<file path="config.mk">
export PLATFORM = sky130hd
export DESIGN_NAME = uart_tx_arbiter
export DESIGN_NICKNAME = d
export VERILOG_FILES = /design/src/rtl/wfg_pkg.sv /design/src/rtl/rr_pick.sv /design/src/rtl/uart_tx_arbiter.sv
export SDC_FILE = /design/constraint.sdc
export NUM_CORES = 1
export LEC_CHECK = 0
export ABC_CLOCK_PERIOD_IN_PS = 1700
export BUFFER_PORTS_ARGS = -buffer_cell sky130_fd_sc_hd__buf_2
export CAP_MARGIN = 20
export CORE_MARGIN = 1.5
export CORE_UTILIZATION = 45
export CTS_CLUSTER_SIZE = 28
export DETAILED_ROUTE_END_ITERATION = 10
export PLACE_DENSITY = 0.69
export SLEW_MARGIN = 20
export SYNTH_ARGS = -nofsm -noshare
export SYNTH_HDL_FRONTEND = slang
export SYNTH_SLANG_ARGS = --single-unit
</file>
<file path="constraint.sdc">
create_clock -name clk -period 1.7 [get_ports clk]
set_input_delay 0.17 -clock clk [delete_from_list [all_inputs] [get_ports clk]]
set_output_delay 0.17 -clock clk [all_outputs]
set_load 0.02 [all_outputs]
</file>
<file path="src/rtl/wfg_pkg.sv">
// Shared types and constants for the waveform generator host-reporting path.
// Used by the UART TX arbiter and the register decoder.
package wfg_pkg;

    typedef enum logic [2:0] {
        S_IDLE,
        S_HDR,
        S_WAIT,
        S_FETCH,
        S_SEND
    } state_t;

    localparam logic [7:0] HDR_BASE_DEF = 8'hA0;

    // Command codes understood by the register decoder
    localparam logic [7:0] P_CMD_RD   = 8'h01;
    localparam logic [7:0] P_CMD_WR   = 8'h02;
    localparam logic [7:0] P_CMD_STAT = 8'h03;

    function automatic logic [7:0] hdr_byte(input logic [7:0] base, input logic [2:0] idx);
        return base | {5'b00000, idx};
    endfunction

endpackage

</file>
<file path="src/rtl/rr_pick.sv">
// Round-robin picker: first asserted request strictly after ptr, wrapping.
// Latency: purely combinational.
// Backpressure: none; the caller decides when to act on the pick.
module rr_pick #(
    parameter int N = 2,
    parameter int W = (N > 1) ? $clog2(N) : 1
) (
    input  logic [N-1:0] req,
    input  logic [W-1:0] ptr,
    output logic [N-1:0] onehot,
    output logic [W-1:0] idx,
    output logic         any
);

    // Scan farthest-to-nearest so the nearest asserted request wins last
    always_comb begin
        onehot = '0;
        idx    = '0;
        any    = 1'b0;
        for (int i = N; i >= 1; i--) begin
            if (req[(int'(ptr) + i) % N]) begin
                onehot                      = '0;
                onehot[(int'(ptr) + i) % N] = 1'b1;
                idx                         = W'((int'(ptr) + i) % N);
                any                         = 1'b1;
            end
        end
    end

endmodule

</file>
<file path="src/rtl/uart_tx_arbiter.sv">
// Round-robin frame arbiter sharing one UART TX; each frame starts with a source-ID header byte.
// Latency: first tx_wr_o two cycles after a request is sampled idle; one idle cycle between frames.
// Backpressure: one byte in flight; owner sees ready only after tx_done_i; stalls abort after TIMEOUT.
module uart_tx_arbiter
    import wfg_pkg::*;
#(
    parameter int         N_REQ    = 2,
    parameter int         MAX_LEN  = 16,
    parameter int         TIMEOUT  = 255,
    parameter logic [7:0] HDR_BASE = HDR_BASE_DEF
) (
    input  logic               clk,
    input  logic               rst_n,
    input  logic [N_REQ-1:0]   req_valid_i,
    input  logic [N_REQ*8-1:0] req_data_i,
    input  logic [N_REQ-1:0]   req_last_i,
    output logic [N_REQ-1:0]   req_ready_o,
    input  logic               tx_done_i,
    output logic [7:0]         tx_data_o,
    output logic               tx_wr_o,
    output logic [N_REQ-1:0]   grant_o,
    output logic               busy_o,
    output logic               err_o
);

    localparam int PW = $clog2(N_REQ);
    localparam int CW = $clog2(MAX_LEN + 1);
    localparam int SW = $clog2(TIMEOUT + 1);
    localparam logic [SW-1:0] STALL_LIM = SW'(TIMEOUT - 1);
    localparam logic [SW-1:0] STALL_MAX = SW'(TIMEOUT);

    state_t           state_q, state_d;
    logic [N_REQ-1:0] grant_q, grant_d;
    logic [PW-1:0]    ptr_q, ptr_d;
    logic [PW-1:0]    idx_q, idx_d;
    logic             busy_q, busy_d;
    logic [7:0]       tx_data_q, tx_data_d;
    logic             tx_wr_q, tx_wr_d;
    logic             err_q, err_d;
    logic [7:0]       data_q, data_d;
    logic             last_q, last_d;
    logic [CW-1:0]    cnt_q, cnt_d;
    logic [SW-1:0]    stall_q, stall_d;

    logic [N_REQ-1:0] pick_oh;
    logic [PW-1:0]    pick_idx;
    logic             pick_any;

    logic             sel_vld;
    logic [7:0]       sel_dat;
    logic             sel_last;
    logic [CW-1:0]    cnt_inc;
    logic             cap_hit;
    logic             stall_abort;

    rr_pick #(
        .N (N_REQ),
        .W (PW)
    ) u_pick (
        .req    (req_valid_i),
        .ptr    (ptr_q),
        .onehot (pick_oh),
        .idx    (pick_idx),
        .any    (pick_any)
    );

    assign sel_vld     = |(req_valid_i & grant_q);
    assign sel_dat     = req_data_i[{idx_q, 3'b000} +: 8];
    assign sel_last    = req_last_i[idx_q];
    assign cnt_inc     = cnt_q + CW'(1);
    assign cap_hit     = (cnt_inc == CW'(MAX_LEN));
    assign stall_abort = (stall_q >= STALL_LIM);

    assign req_ready_o = (state_q == S_FETCH) ? grant_q : '0;
    assign tx_data_o   = tx_data_q;
    assign tx_wr_o     = tx_wr_q;
    assign grant_o     = grant_q;
    assign busy_o      = busy_q;
    assign err_o       = err_q;

    always_ff @(posedge clk or negedge rst_n) begin
        if (!rst_n) begin
            state_q   <= S_IDLE;
            grant_q   <= '0;
            ptr_q     <= PW'(N_REQ - 1);
            idx_q     <= '0;
            busy_q    <= 1'b0;
            tx_data_q <= 8'h00;
            tx_wr_q   <= 1'b0;
            err_q     <= 1'b0;
            data_q    <= 8'h00;
            last_q    <= 1'b0;
            cnt_q     <= '0;
            stall_q   <= '0;
        end else begin
            state_q   <= state_d;
            grant_q   <= grant_d;
            ptr_q     <= ptr_d;
            idx_q     <= idx_d;
            busy_q    <= busy_d;
            tx_data_q <= tx_data_d;
            tx_wr_q   <= tx_wr_d;
            err_q     <= err_d;
            data_q    <= data_d;
            last_q    <= last_d;
            cnt_q     <= cnt_d;
            stall_q   <= stall_d;
        end
    end

    always_comb begin
        state_d = state_q;
        case (state_q)
            S_IDLE:  if (pick_any) state_d = S_HDR;
            S_HDR:   state_d = S_WAIT;
            S_WAIT:  if (tx_done_i) state_d = last_q ? S_IDLE : S_FETCH;
            S_FETCH: begin
                if (sel_vld)          state_d = S_SEND;
                else if (stall_abort) state_d = S_IDLE;
            end
            S_SEND:  state_d = S_WAIT;
            default: state_d = S_IDLE;
        endcase
    end

    always_comb begin
        grant_d   = grant_q;
        ptr_d     = ptr_q;
        idx_d     = idx_q;
        busy_d    = busy_q;
        tx_data_d = tx_data_q;
        tx_wr_d   = 1'b0;
        err_d     = 1'b0;
        data_d    = data_q;
        last_d    = last_q;
        cnt_d     = cnt_q;
        stall_d   = stall_q;
        case (state_q)
            S_IDLE: begin
                if (pick_any) begin
                    grant_d = pick_oh;
                    ptr_d   = pick_idx;
                    idx_d   = pick_idx;
                    busy_d  = 1'b1;
                    last_d  = 1'b0;
                    cnt_d   = '0;
                    stall_d = '0;
                end
            end
            S_HDR: begin
                tx_data_d = hdr_byte(HDR_BASE, 3'(idx_q));
                tx_wr_d   = 1'b1;
            end
            S_WAIT: begin
                if (tx_done_i && last_q) begin
                    grant_d = '0;
                    busy_d  = 1'b0;
                end
            end
            S_FETCH: begin
                if (sel_vld) begin
                    // Hitting the length cap without last ends the frame after this byte
                    data_d  = sel_dat;
                    last_d  = sel_last | cap_hit;
                    err_d   = cap_hit & ~sel_last;
                    cnt_d   = cnt_inc;
                    stall_d = '0;
                end else if (stall_abort) begin
                    err_d   = 1'b1;
                    grant_d = '0;
                    busy_d  = 1'b0;
                    stall_d = '0;
                end else begin
                    stall_d = (stall_q == STALL_MAX) ? stall_q : stall_q + SW'(1);
                end
            end
            S_SEND: begin
                tx_data_d = data_q;
                tx_wr_d   = 1'b1;
            end
            default: ;
        endcase
    end

endmodule

</file>
# Word-level counts from Yosys, hierarchy flattened
# Cells that the tools add are included.
[classes] n_addsub=4 n_lt_le_gt_ge=6 eq_ne=14 shifts=1 muxes=51 n_bitwise=6 n_reduce_logical=15
[ops] cell="$mux W8" n=4
[ops] cell="$pmux W8 S2" n=2
[ops] cell="$mux W1" n=24
[ops] cell="$mux W2" n=8
[ops] cell="$shiftx A16 B5 Y8" n=1
[ops] cell="$mux W3" n=4
[ops] cell="$ne A2 B2 Y1 const B" n=6
[ops] cell="$pmux W3 S4" n=1
[ops] cell="$mux W5" n=2
[ops] cell="$pmux W5 S2" n=1
[ops] cell="$reduce_and A3 Y1" n=3
[ops] cell="$add A8 B1 Y8 const B" n=1
[ops] cell="$eq A8 B8 Y1 const B" n=1
[ops] cell="$ge A8 B8 Y1 const B" n=1
[ops] cell="$eq A3 B2 Y1 const B" n=2
[ops] cell="$lt A2 B3 Y1 const B" n=2
[ops] cell="$pmux W2 S3" n=1
[ops] cell="$add A5 B1 Y5 const B" n=1
[ops] cell="$eq A5 B5 Y1 const B" n=1
[ops] cell="$reduce_and A5 Y1" n=1
[ops] cell="$ge A2 B1 Y1 const B" n=2
[ops] cell="$ne A4 B4 Y1 const B" n=1
[ops] cell="$reduce_and A2 Y1" n=2
[ops] cell="$reduce_bool A2 Y1" n=2
[ops] cell="17 further kinds" n=23
[word_totals] regBits=40 in_bits=23 out_inout_bits=15 elab_cells=109

# Depth between registers and ports, before layout
[logic_depth] word_depth=10 ltp_mapped=8 depth_no_buf=7

# By module
# Synthesis repeated with hierarchy kept, for this count alone.
[unflattened] cells_unflattened=226 area_unflattened_um2=2148.3
[by_module_without_submodules] module="uart_tx_arbiter" n_inst=1 cells_each=221 area_each_um2=2115.8 seq_area_each_um2=1002.2
[by_module_without_submodules] module="rr_pick" n_inst=1 cells_each=5 area_each_um2=32.5 seq_area_each_um2=0.0

# Worst setup path before layout
# OpenSTA, ideal clock, no wires.
[synth_path] path_kind="register -> register" start="register stall_q[0]" end="register state_q[0]" setup_time_ns=0.077 arrival_time_ns=1.540 required_ns=1.623 slack_ns=0.083 stages_incl_launch_ff=8 n_path_buf=0 period_less_slack_ns=1.617 cell_sequence="dfrtp_1 > inv_1 > ha_1 > o211ai_1 > nor2_1 > or2_1 > a21o_1 > a21oi_1"
[synth_via] elab_chain_len=3
[synth_lines] item="start, declared" line="uart_tx_arbiter.sv:43" rtl="logic [SW-1:0] stall_q, stall_d;"
[synth_lines] item="start signal, assigned" line="uart_tx_arbiter.sv:107" rtl="stall_q <= stall_d;"
[synth_lines] item="$ge A8 B8 Y1" line="uart_tx_arbiter.sv:72" rtl="assign stall_abort = (stall_q >= STALL_LIM);"
[synth_lines] item="$ne A3 B3 Y1 (no line)"
[synth_lines] item="$reduce_and A3 Y1 (no line)"
[synth_lines] item="end signal, assigned" line="uart_tx_arbiter.sv:96" rtl="state_q <= state_d;"
[synth_lines] item="end, declared" line="uart_tx_arbiter.sv:32" rtl="state_t state_q, state_d;"
# Every way passes these cells.
# A chain may end at the register's enable or synchronous reset.

# Final worst setup path
[layout_path] start="register stall_q[4]" end="register stall_q[0]"
[layout_via] elab_chain_len=4 word_cells_on_any_way=7 cone_classes="order compare: 1; eq/ne: 2; mux: 3; reduce/logical: 1"
[layout_lines] item="$ge A8 B8 Y1" line="uart_tx_arbiter.sv:72"
[layout_lines] item="$mux W8" line="uart_tx_arbiter.sv:168" rtl="end else if (stall_abort) begin"
[layout_lines] item="$mux W8" line="uart_tx_arbiter.sv:161" rtl="if (sel_vld) begin"
[layout_lines] item="$pmux W8 S2" line="uart_tx_arbiter.sv:138" rtl="case (state_q)"
# Several ways; a longest one is shown, not always the timed one.

==> metrics <==
status=finished, final reports clean; CP max FO=4; largest net degree at the start of global routing=22; total power=3870 µW; TritonRoute pass-1 iters=4; FP Rows=24; detailed placer's ending HPWL=3480 µm; routed vias=1908; fin nets=314; VDD IR max=0.806 mV; share of layout cells above drive strength 1=0.281; min cycle time layout=1.65 ns; Syn-to-layout area delta=25.0%; Yosys top cell area share=0.461; initial antenna violation count=0; Total GRT Usage=0.198; Remaining DRCs=0; Mapped Cells=226; post-layout util=0.595; Setup Skew=0.00899 ns; die width=71.6 µm; Placed Area=2500 µm²; fin crit share=0.972; wire length of the first global-routing pass=7940 µm; H-tree depth=2; Final Setup Violations=0; Max Transition Viols Final=0; synthesized area=2120 µm²; total CTS buffers=5; Reg clk slew, reported paths=0.08 ns; Setup CP Type=flip-flop to flip-flop; slowest CP cell=o32a_1; P per Cell Area=1460 nW/µm²; Max Cap Viol=0; Die Height=71.6 µm; Final Hold Fails=0; Top delay family on crit path=simple AND/OR/NAND/NOR gates; Avg Cell Area, Syn=9.37 µm²; Synth Register Bits=40; fin cells=340; RePlAce Congestion=0.867; core area=4440 µm²; drt wl/cell=13.8 µm; Fillers=396; TritonCTS clock tree=yes; fmax=605 MHz; Starting Density=0.476; Least-Margin Pin Slew=0.479 ns; placed cell count=326; Worst EP required=1.88 ns; DIE AREA=5130 µm²; Finished Cell Area=2650 µm²; ant diodes=0; Rel. slew slack=0.680; Yosys top cell by area=dfrtp_1; DR iter-0 viols=54; Buffers & Inverters on Critical Path=0; Pleak=0.00128 µW; clk buf depth=2; Syn Nets=253; Avg Vias per Cell=5.61; final WL=4710 µm; setup TNS=0 ns; largest cells by area after synthesis=dfrtp_1, a22o_1, nand2_1; ys async rst share=1.00; CP Capture Type=flip-flop; vias in the first global route=1736; Critical Path AT=1.83 ns; number of enable flip-flop cells after synthesis=0; Skew-Pair Late Insertion Delay=0.29 ns; GR Overflow Total=0; root buf cell=clkbuf_8; Startpoint Class=flip-flop; max incr delay on CP=0.41 ns; crit-path cells=nand4_1 > or3_4 > o32a_1 > nand2_1 > o21ai_1; register area share after synthesis=0.473; Warnings, synthesis=0; number of nets with antenna violations after routing=0; Most used DFF post-synth=dfrtp_1; RSZ-0062 raised after global routing=true; unique cell type count in the Yosys netlist=47; Hold Crit Class=primary input to flip-flop; CTS Sinks=40; Buffers on Ports=37; IO Pins=38
[metrics by stage]
| step | worst slack, ns | hold WS [ns] |
|---|---|---|
| 3_3_place_gp | 0.0791 | 0.155 |
| 4_1_cts | 0.0244 | 0.160 |
| 2_1_floorplan | 0.0829 | -0.126 |
| 3_5_place_dp | 0.0770 | 0.158 |
| 6_report | 0.0481 | 0.169 |
| 5_1_grt | -0.0534 | 0.185 |
[cell type report]
| cell class | instances | area, µm² | share of cell area |
|---|---|---|---|
| Multi-Input combinational cell | 169 | 1060 | 0.402 |
| Sequential cell | 40 | 1000 | 0.379 |
| Timing Repair Buffer | 64 | 403 | 0.152 |
| Clock buffer | 6 | 72.6 | 0.0274 |
| Tap cell | 52 | 65.1 | 0.0246 |
| Inverter | 7 | 26.3 | 0.00993 |
| Clock inverter | 2 | 12.5 | 0.00473 |
[final timing paths]
| path | start | end | slack [ns] | cells after the start |
|---|---|---|---|---|
| max | stall_q[4]$_DFFE_PN0P_ | stall_q[0]$_DFFE_PN0P_ | 0.05 | 5 |
| max in group asynchronous | rst_n | tx_data_o[0]$_DFFE_PN0N_ | 0.86 | 3 |
| min in group asynchronous | rst_n | stall_q[4]$_DFFE_PN0P_ | 0.36 | 2 |
| min | req_data_i[7] | data_q[7]$_DFFE_PN0P_ | 0.17 | 3 |
| max reg2reg | stall_q[4]$_DFFE_PN0P_ | stall_q[0]$_DFFE_PN0P_ | 0.05 | 5 |
| min reg2reg | data_q[0]$_DFFE_PN0P_ | data_q[0]$_DFFE_PN0P_ | 0.49 | 2 |
[cells in the mapped netlist (3+ instances only)]
master / n
dfrtp_1: 39
nand2_1: 27
o21ai_0: 20
nor2_1: 19
a22o_1: 12
a21oi_1: 9
mux2i_1: 9
nand3_1: 8
inv_1: 7
nor3_1: 6
o21ai_1: 6
clkbuf_1: 5
a21o_1: 4
a31oi_1: 4
ha_1: 4
o22ai_1: 4
buf_2: 3
o31ai_1: 3
[worst reg2reg max path: stages (launching register included)]
cell and delay (ns):
dfrtp_1 0.40, nand4_1 0.17, or3_4 0.40, o32a_1 0.41, nand2_1 0.10, o21ai_1 0.06
[cell usage in the layout (no fill, tap or decap), types with 5 or more instances in the layout]
cell / Yosys / final
a21oi_1: 9 / 9
a22o_1: 12 / 12
buf_2: 3 / 37
buf_4: 0 / 25
clkbuf_8: 0 / 5
dfrtp_1: 39 / 39
inv_1: 7 / 7
mux2i_1: 9 / 9
nand2_1: 27 / 27
nand3_1: 8 / 8
nor2_1: 19 / 17
nor3_1: 6 / 6
o21ai_0: 20 / 20
o21ai_1: 6 / 6
[kinds of logic after synthesis]
family,count (synthesis),synth area share
fa+ha+maj,4,0.0236
mux,9,0.0426
xor+xnor,3,0.0124
compound gates,74,0.238
buf+inv,17,0.0319
flops,40,0.473
simple gates,79,0.178
[metal layers]
metal | GRT usage | vias to the layer above | share of wire | wire [µm]
met5 | 0 | - | 0 | 0
met4 | 0.0776 | 0 | 0.021 | 97
met3 | 0.0478 | 11 | 0.038 | 178
met2 | 0.306 | 46 | 0.47 | 2200
met1 | 0.272 | 903 | 0.47 | 2230
li1 | - | 948 | - | -
[repair_timing]
| action | 4_1_cts | 5_1_grt |
|---|---|---|
| endpoints found under the setup margin | 0 | 15 |
| hold buffers | 1 | 0 |
| buffers inserted | 0 | 5 |
| gates resized for setup | 0 | 5 |
| endpoints found under the hold margin | 18 | 0 |
[state kept, by name, summed over array words and instances (netlist names)]
| signal | cells |
|---|---|
| data_q | 8 |
| stall_q | 8 |
| tx_data_o | 8 |
| cnt_q | 5 |
| state_q | 3 |
| grant_o | 2 |
| busy_o | 1 |
| err_o | 1 |
| idx_q | 1 |
| last_q | 1 |
| ptr_q | 1 |
| tx_wr_o | 1 |
[report_power, final]
| part | switching (µW) | total, µW | internal [µW] |
|---|---|---|---|
| Combinational | 1030 | 1820 | 790 |
| Sequential | 208 | 1430 | 1220 |
| Clock | 333 | 620 | 287 |
No activity file was read; power rests on OpenSTA's default activity.
